## config.mk

```make
export PLATFORM = sky130hd
export DESIGN_NAME = bcd_decade_counter
export DESIGN_NICKNAME = d
export VERILOG_FILES = /design/src/rtl/bcd_decade_counter.sv
export SDC_FILE = /design/constraint.sdc
export NUM_CORES = 1
export LEC_CHECK = 0
export BUFFER_PORTS_ARGS = -buffer_cell sky130_fd_sc_hd__buf_4
export CORE_MARGIN = 2
export CORE_UTILIZATION = 45
export CTS_CLUSTER_SIZE = 25
export DETAILED_ROUTE_END_ITERATION = 10
export GPL_ROUTABILITY_DRIVEN = 0
export HOLD_SLACK_MARGIN = 0.02
export PLACE_DENSITY = 0.66
export REMOVE_ABC_BUFFERS = 1
export SLEW_MARGIN = 15
export SYNTH_ARGS = -nofsm -noshare
export SYNTH_HDL_FRONTEND = slang
export SYNTH_SLANG_ARGS = --single-unit
```

## constraint.sdc

```tcl
create_clock -name clk -period 3.9 [get_ports clk]
set_input_delay 0.585 -clock clk [delete_from_list [all_inputs] [get_ports clk]]
set_output_delay 0.585 -clock clk [all_outputs]
set_load 0.05 [all_outputs]
```

## src/rtl/bcd_decade_counter.sv

```systemverilog
// Single-digit BCD decade counter with up/down count, synchronous load,
// clock-enable prescaler and carry/borrow cascading. {a,b,c,d} feeds the
// BCD-to-decimal decoder directly (a = MSB).
module bcd_decade_counter #(
   parameter int unsigned DIV = 1,
   parameter int unsigned PW  = 16
) (
   input  logic       clk,
   input  logic       rst_n,
   input  logic       en,
   input  logic       cin,
   input  logic       up,
   input  logic       load,
   input  logic [3:0] din,
   output logic       a,
   output logic       b,
   output logic       c,
   output logic       d,
   output logic       tc,
   output logic       co,
   output logic       load_err
);

   logic [3:0]    cnt;
   logic [3:0]    cnt_next;
   logic [PW-1:0] presc;
   logic          run;
   logic          step;
   logic          load_ok;

   assign run     = en & cin;
   assign step    = run & (presc == PW'(DIV - 1));
   assign load_ok = (din <= 4'd9);

   // Next count value for a step; out-of-range codes recover to 0 either way
   always_comb begin
      cnt_next = '0;
      if (cnt > 4'd9) begin
         cnt_next = '0;
      end else if (up) begin
         cnt_next = (cnt == 4'd9) ? 4'd0 : cnt + 4'd1;
      end else begin
         cnt_next = (cnt == 4'd0) ? 4'd9 : cnt - 4'd1;
      end
   end

   // Count, prescaler and load-error registers; load beats step beats hold
   always_ff @(posedge clk or negedge rst_n) begin
      if (!rst_n) begin
         cnt      <= '0;
         presc    <= '0;
         load_err <= 1'b0;
      end else begin
         load_err <= 1'b0;
         if (load) begin
            if (load_ok) begin
               cnt   <= din;
               presc <= '0;
            end else begin
               load_err <= 1'b1;
            end
         end else if (step) begin
            cnt   <= cnt_next;
            presc <= '0;
         end else if (run) begin
            presc <= presc + 1'b1;
         end
      end
   end

   // Terminal count, cascade output and decoder-facing bit outputs
   always_comb begin
      tc = (up & (cnt == 4'd9)) | (~up & (cnt == 4'd0));
      co = step & tc & ~load & rst_n;
      a  = cnt[3];
      b  = cnt[2];
      c  = cnt[1];
      d  = cnt[0];
   end

endmodule

```

Word-level counts from Yosys, hierarchy flattened
Index checks and enable logic that the tools add are counted.

Register bits: 21.

Bitwise gates (word level): 10. Equality and inequality tests: 2. Multiplexer cells: 13. Add/sub/neg operators: 3. Order comparisons: 2. Reductions and logical operators: 6.

Operators with widths (count): $mux W16 (4); $mux W4 (7); $add A16 B1 Y16 const B (1); $logic_not A16 Y1 (1); $and A1 B1 Y1 (7); $add A4 B1 Y4 const B (1); $eq A4 B4 Y1 const B (1); $gt A4 B4 Y1 const B (1); $le A4 B4 Y1 const B (1); $logic_not A4 Y1 (1); $reduce_and A2 Y1 (2); $sub A4 B1 Y4 const B (1); $reduce_bool A3 Y1 (1); $mux W1 (2); $ne A2 B1 Y1 const B (1); $not A1 Y1 (2); $reduce_bool A2 Y1 (1); $or A1 B1 Y1 (1).

Depth between registers and ports, before layout
Word-level depth: 6. Gate-level depth with buffers: 7.

Worst setup path after synthesis
OpenSTA, ideal clock, no wires.

Path type: flip-flop to output port. From: register cnt[3]. To: output co. Arrival time: 3.162 ns. Cell stages (with the launch flop): 6. Path slack: 0.153 ns. Path buffers: 1. Cells stage by stage: dfrtp_1 > clkbuf_1 > or3_1 > a21oi_1 > nand2_1 > nor3_1.

Word-level cells in the longest chain between the ends: 6. Elaborated cells between the ends (all ways): 8. Those cells by class: eq/ne: 1; bitwise: 6; reduce/logical: 1.

RTL lines: start: declaration (RTL line 24) `logic [3:0] cnt;`; start signal: assignment (RTL line 57) `cnt <= din;`; start signal: assignment (RTL line 63) `cnt <= cnt_next;`; $eq A4 B4 Y1 or $logic_not A4 Y1 (tied branches) (RTL line 73) `tc = (up & (cnt == 4'd9)) | (~up & (cnt == 4'd0));`; $and A1 B1 Y1 (RTL line 73); $or A1 B1 Y1 (*) (RTL line 73); via tc (RTL line 19) `output logic tc,`; $and A1 B1 Y1 (*) (3 in a row) (RTL line 74) `co = step & tc & ~load & rst_n;`; end: declaration (RTL line 20) `output logic co,`.

Mark *: on every way through the listed nets, which the timed path passes. The rest lies on a longest branch.

Worst setup path in the final report
From: register presc[11]. To: output co.

Word-level cells in the longest chain between the ends: 5.

RTL lines: start: declaration (RTL line 26) `logic [PW-1:0] presc;`; start signal: assignment (RTL line 66) `presc <= presc + 1'b1;`; $logic_not A16 Y1 (RTL line 32) `assign step = run & (presc == PW'(DIV - 1));`; $and A1 B1 Y1 (RTL line 32); $and A1 B1 Y1 (3 in a row) (RTL line 74).

No other way between the ends.

==> impl_metrics.yaml <==
outcome:
  status: "finished clean"
sta:
  final_hold_viol_count: 0
  tightest_slew_ps: 531
  setup_viol: 0
  maxSlewViolCount: 0
  tns_ps: 0
  layout_min_cycle_time_ps: 2540
  fin_skew_ps: 1.24
  max_clock_freq_mhz: 394
  rsz0062_at_grt: "false"
  slew_headroom_pct: 64.3
  finalCritPeriodShare_pct: 65.1
clock_tree:
  clockRootBuffer: "clkbuf_4"
  cts.sinks: 21
  cts_max_path_buffers: 2
  post_cts_buffers: 0
  cts_max_level: 1
  cts_tree: "yes"
  numCtsBuffers: 3
  cts_resized: 0
  cts-hold-fix-buffers: 0
  clk_latency_ps: 290
  cts.clk_slew.worst_paths_ps: 120
drt:
  drc: 0
  first_iter_violations: 85
  antenna_left: 0
  viasPerCell: 5.98
  wl_per_cell_um: 14.8
  dr_total_vias: 1155
  wl_um: 2860
  drt_pass1_iterations: 4
synthesis:
  synth_common_cells: "21 x dfrtp_1, 16 x nor2_1, 12 x nand2_1"
  synth_warnings: 0
  yosysTopAreaCell: "dfrtp_1"
  synth_seq_cells: 21
  synth_cell_types: 38
  yosysSeqAreaShare_pct: 39.4
  synth_edf_count: 0
  syn-instance-count: 149
  syn_area_per_cell_sq_um: 8.96
  async_flop_share_pct: 100
  netlist_area_sq_um: 1340
  yosysMostFrequentCell: "dfrtp_1"
  netlist.area_leader.share_pct: 39.4
  synthTopCellsByArea: "dfrtp_1 39%, xnor2_1 4.6%, nor2_1 4.5%"
  synth_ff_type: "dfrtp_1"
grt:
  antenna_found_initial: 0
  grt.total_usage_pct: 19.4
  grt_pass1_wl_um: 5100
  grt_pass1_vias: 1167
  grt-ovfl-total: 0
  grt_max_degree: 23
critical_path:
  crit_fanout: 6
  slowest_delay_ps: 450
  required_ps: 3310
  critPathBufInv: 1
  crit_family: "simple AND/OR/NAND/NOR gates"
  cp_cell_sequence: "nor4_1, and3_1, nand4_1, nor3_1, buf_4"
  cp.arrival_ps: 1960
  critPathKind: "flop to output port"
  crit_path_top_delay_cell: "dfrtp_1"
  cp-start-kind: "flop"
  endpoint_kind: "output port"
layout:
  drive_gt1_share_pct: 17.3
  nFillCells: 258
  fin_nets: 175
  diodes: 0
  fin_cells: 193
  area_growth_pct: 11.2
placement:
  hpwl_um: 2080
  dp.cells: 189
  numPortBuffers: 16
power_and_ir_drop:
  p_leak_nw: 0.626
  p_int_mw: 0.326
  p_seq_share_pct: 49.9
  p_sw_mw: 0.195
  comb_power_share_pct: 29.9
  ir_drop_uv: 198
  switching_share_pct: 37.4
  clkPwrFrac_pct: 20.2
  p_per_area_nw_per_um2: 351
worst_hold_path:
  min_path_type: "input pin to asynchronous set/reset pin"
floorplan:
  die_w_um: 58.5
  initial_core_util_pct: 48.0
  die_y_um: 58.5
  die_area_sq_um: 3420
  core_area_sq_um: 2780
  pin_count: 17
  placementRows: 19
job:
  cap_violations: 0
==> power by group through the flow <==
stage               registers (mW)  logic [mW]  clock network [mW]
floorplan                    0.291      0.0739                   0
global placement             0.263       0.154                   0
detailed placement           0.264       0.156                   0
CTS                          0.259       0.157               0.112
global route                 0.264       0.172               0.121
finish                       0.260       0.156               0.105
==> sequential cells by signal, indices dropped and copies added, names as in the netlist <==
name	flops
presc	16
load_err	1
cnt	4
==> through the flow <==
step                      instance area [sq um]  util (%)  total power [mW]  worst slack [ps]  hold WS (ps)
after detailed placement                   1460      52.4             0.420              1650           497
after CTS                                  1480      53.4             0.528              1360           156
after global routing                       1480      53.4             0.557              1130           153
after floorplan                            1300         -             0.365               219           289
final                                      1480      53.4             0.521              1360           155
after global placement                     1460      52.4             0.417              1680           491
==> path summary, 6_finish.rpt <==
path	slack [ps]	from	end	cells past startpoint
min in group clk	580	presc[15]	presc[15]	2
worst max-delay path	1360	presc[11]	co	5
worst max register to register	1910	presc[11]	cnt[3]	4
worst min-delay path	160	rst_n	cnt[2]	1
worst min register to register	580	presc[15]	presc[15]	2
max in group asynchronous	3520	rst_n	presc[3]	1
==> cells by family after synthesis <==
kind of cell	synth area share [%]
compound gates	14.7
fa+ha+maj	1.87
buf+inv	4.59
simple gates	30.2
flops	39.4
mux	0.750
xor+xnor	8.53
==> placed cells by master, fill, tap and decap left out, drive strengths merged <==
master   Yosys  routed
nor4         4       4
o311ai       1       1
a311oi       1       1
o211ai       1       1
nand2b       2       2
a2111oi      2       2
or3          4       4
and4         1       1
o221a        1       1
nand4b       2       2
nand3        9       9
nor3         7       7
nor3b        2       2
xor2         6       6
dfrtp       21      21
mux2i        1       1
a211oi       3       3
buf          3      16
nor2        17      17
or2          1       1
o22ai        1       1
a21oi        9       9
inv          6       6
o21ai        8       8
and3         6       6
xnor2        7       7
nand2       12      12
clkbuf       4       4
ha           2       2
nand4        5       5
==> per-layer routing <==
metal	wire, um	vias up	GRT usage (%)	share of wire [%]
li1	-	558	-	-
met1	1300	568	23.6	45
met2	1420	25	33.7	50
met3	108	4	3.30	3.8
met4	35	0	8.31	1.2
met5	0	-	0	0
==> final cells by class <==
cell class                 instances  area [sq um]  area share, %
tap                               31          38.8           2.61
sequential                        21           526           35.4
multi-input combinational        115           748           50.4
timing repair buffer              16           120           8.09
clock buffer                       4          26.3           1.77
inverter                           6          25.0           1.69
Power figures use the tool's default switching activity.
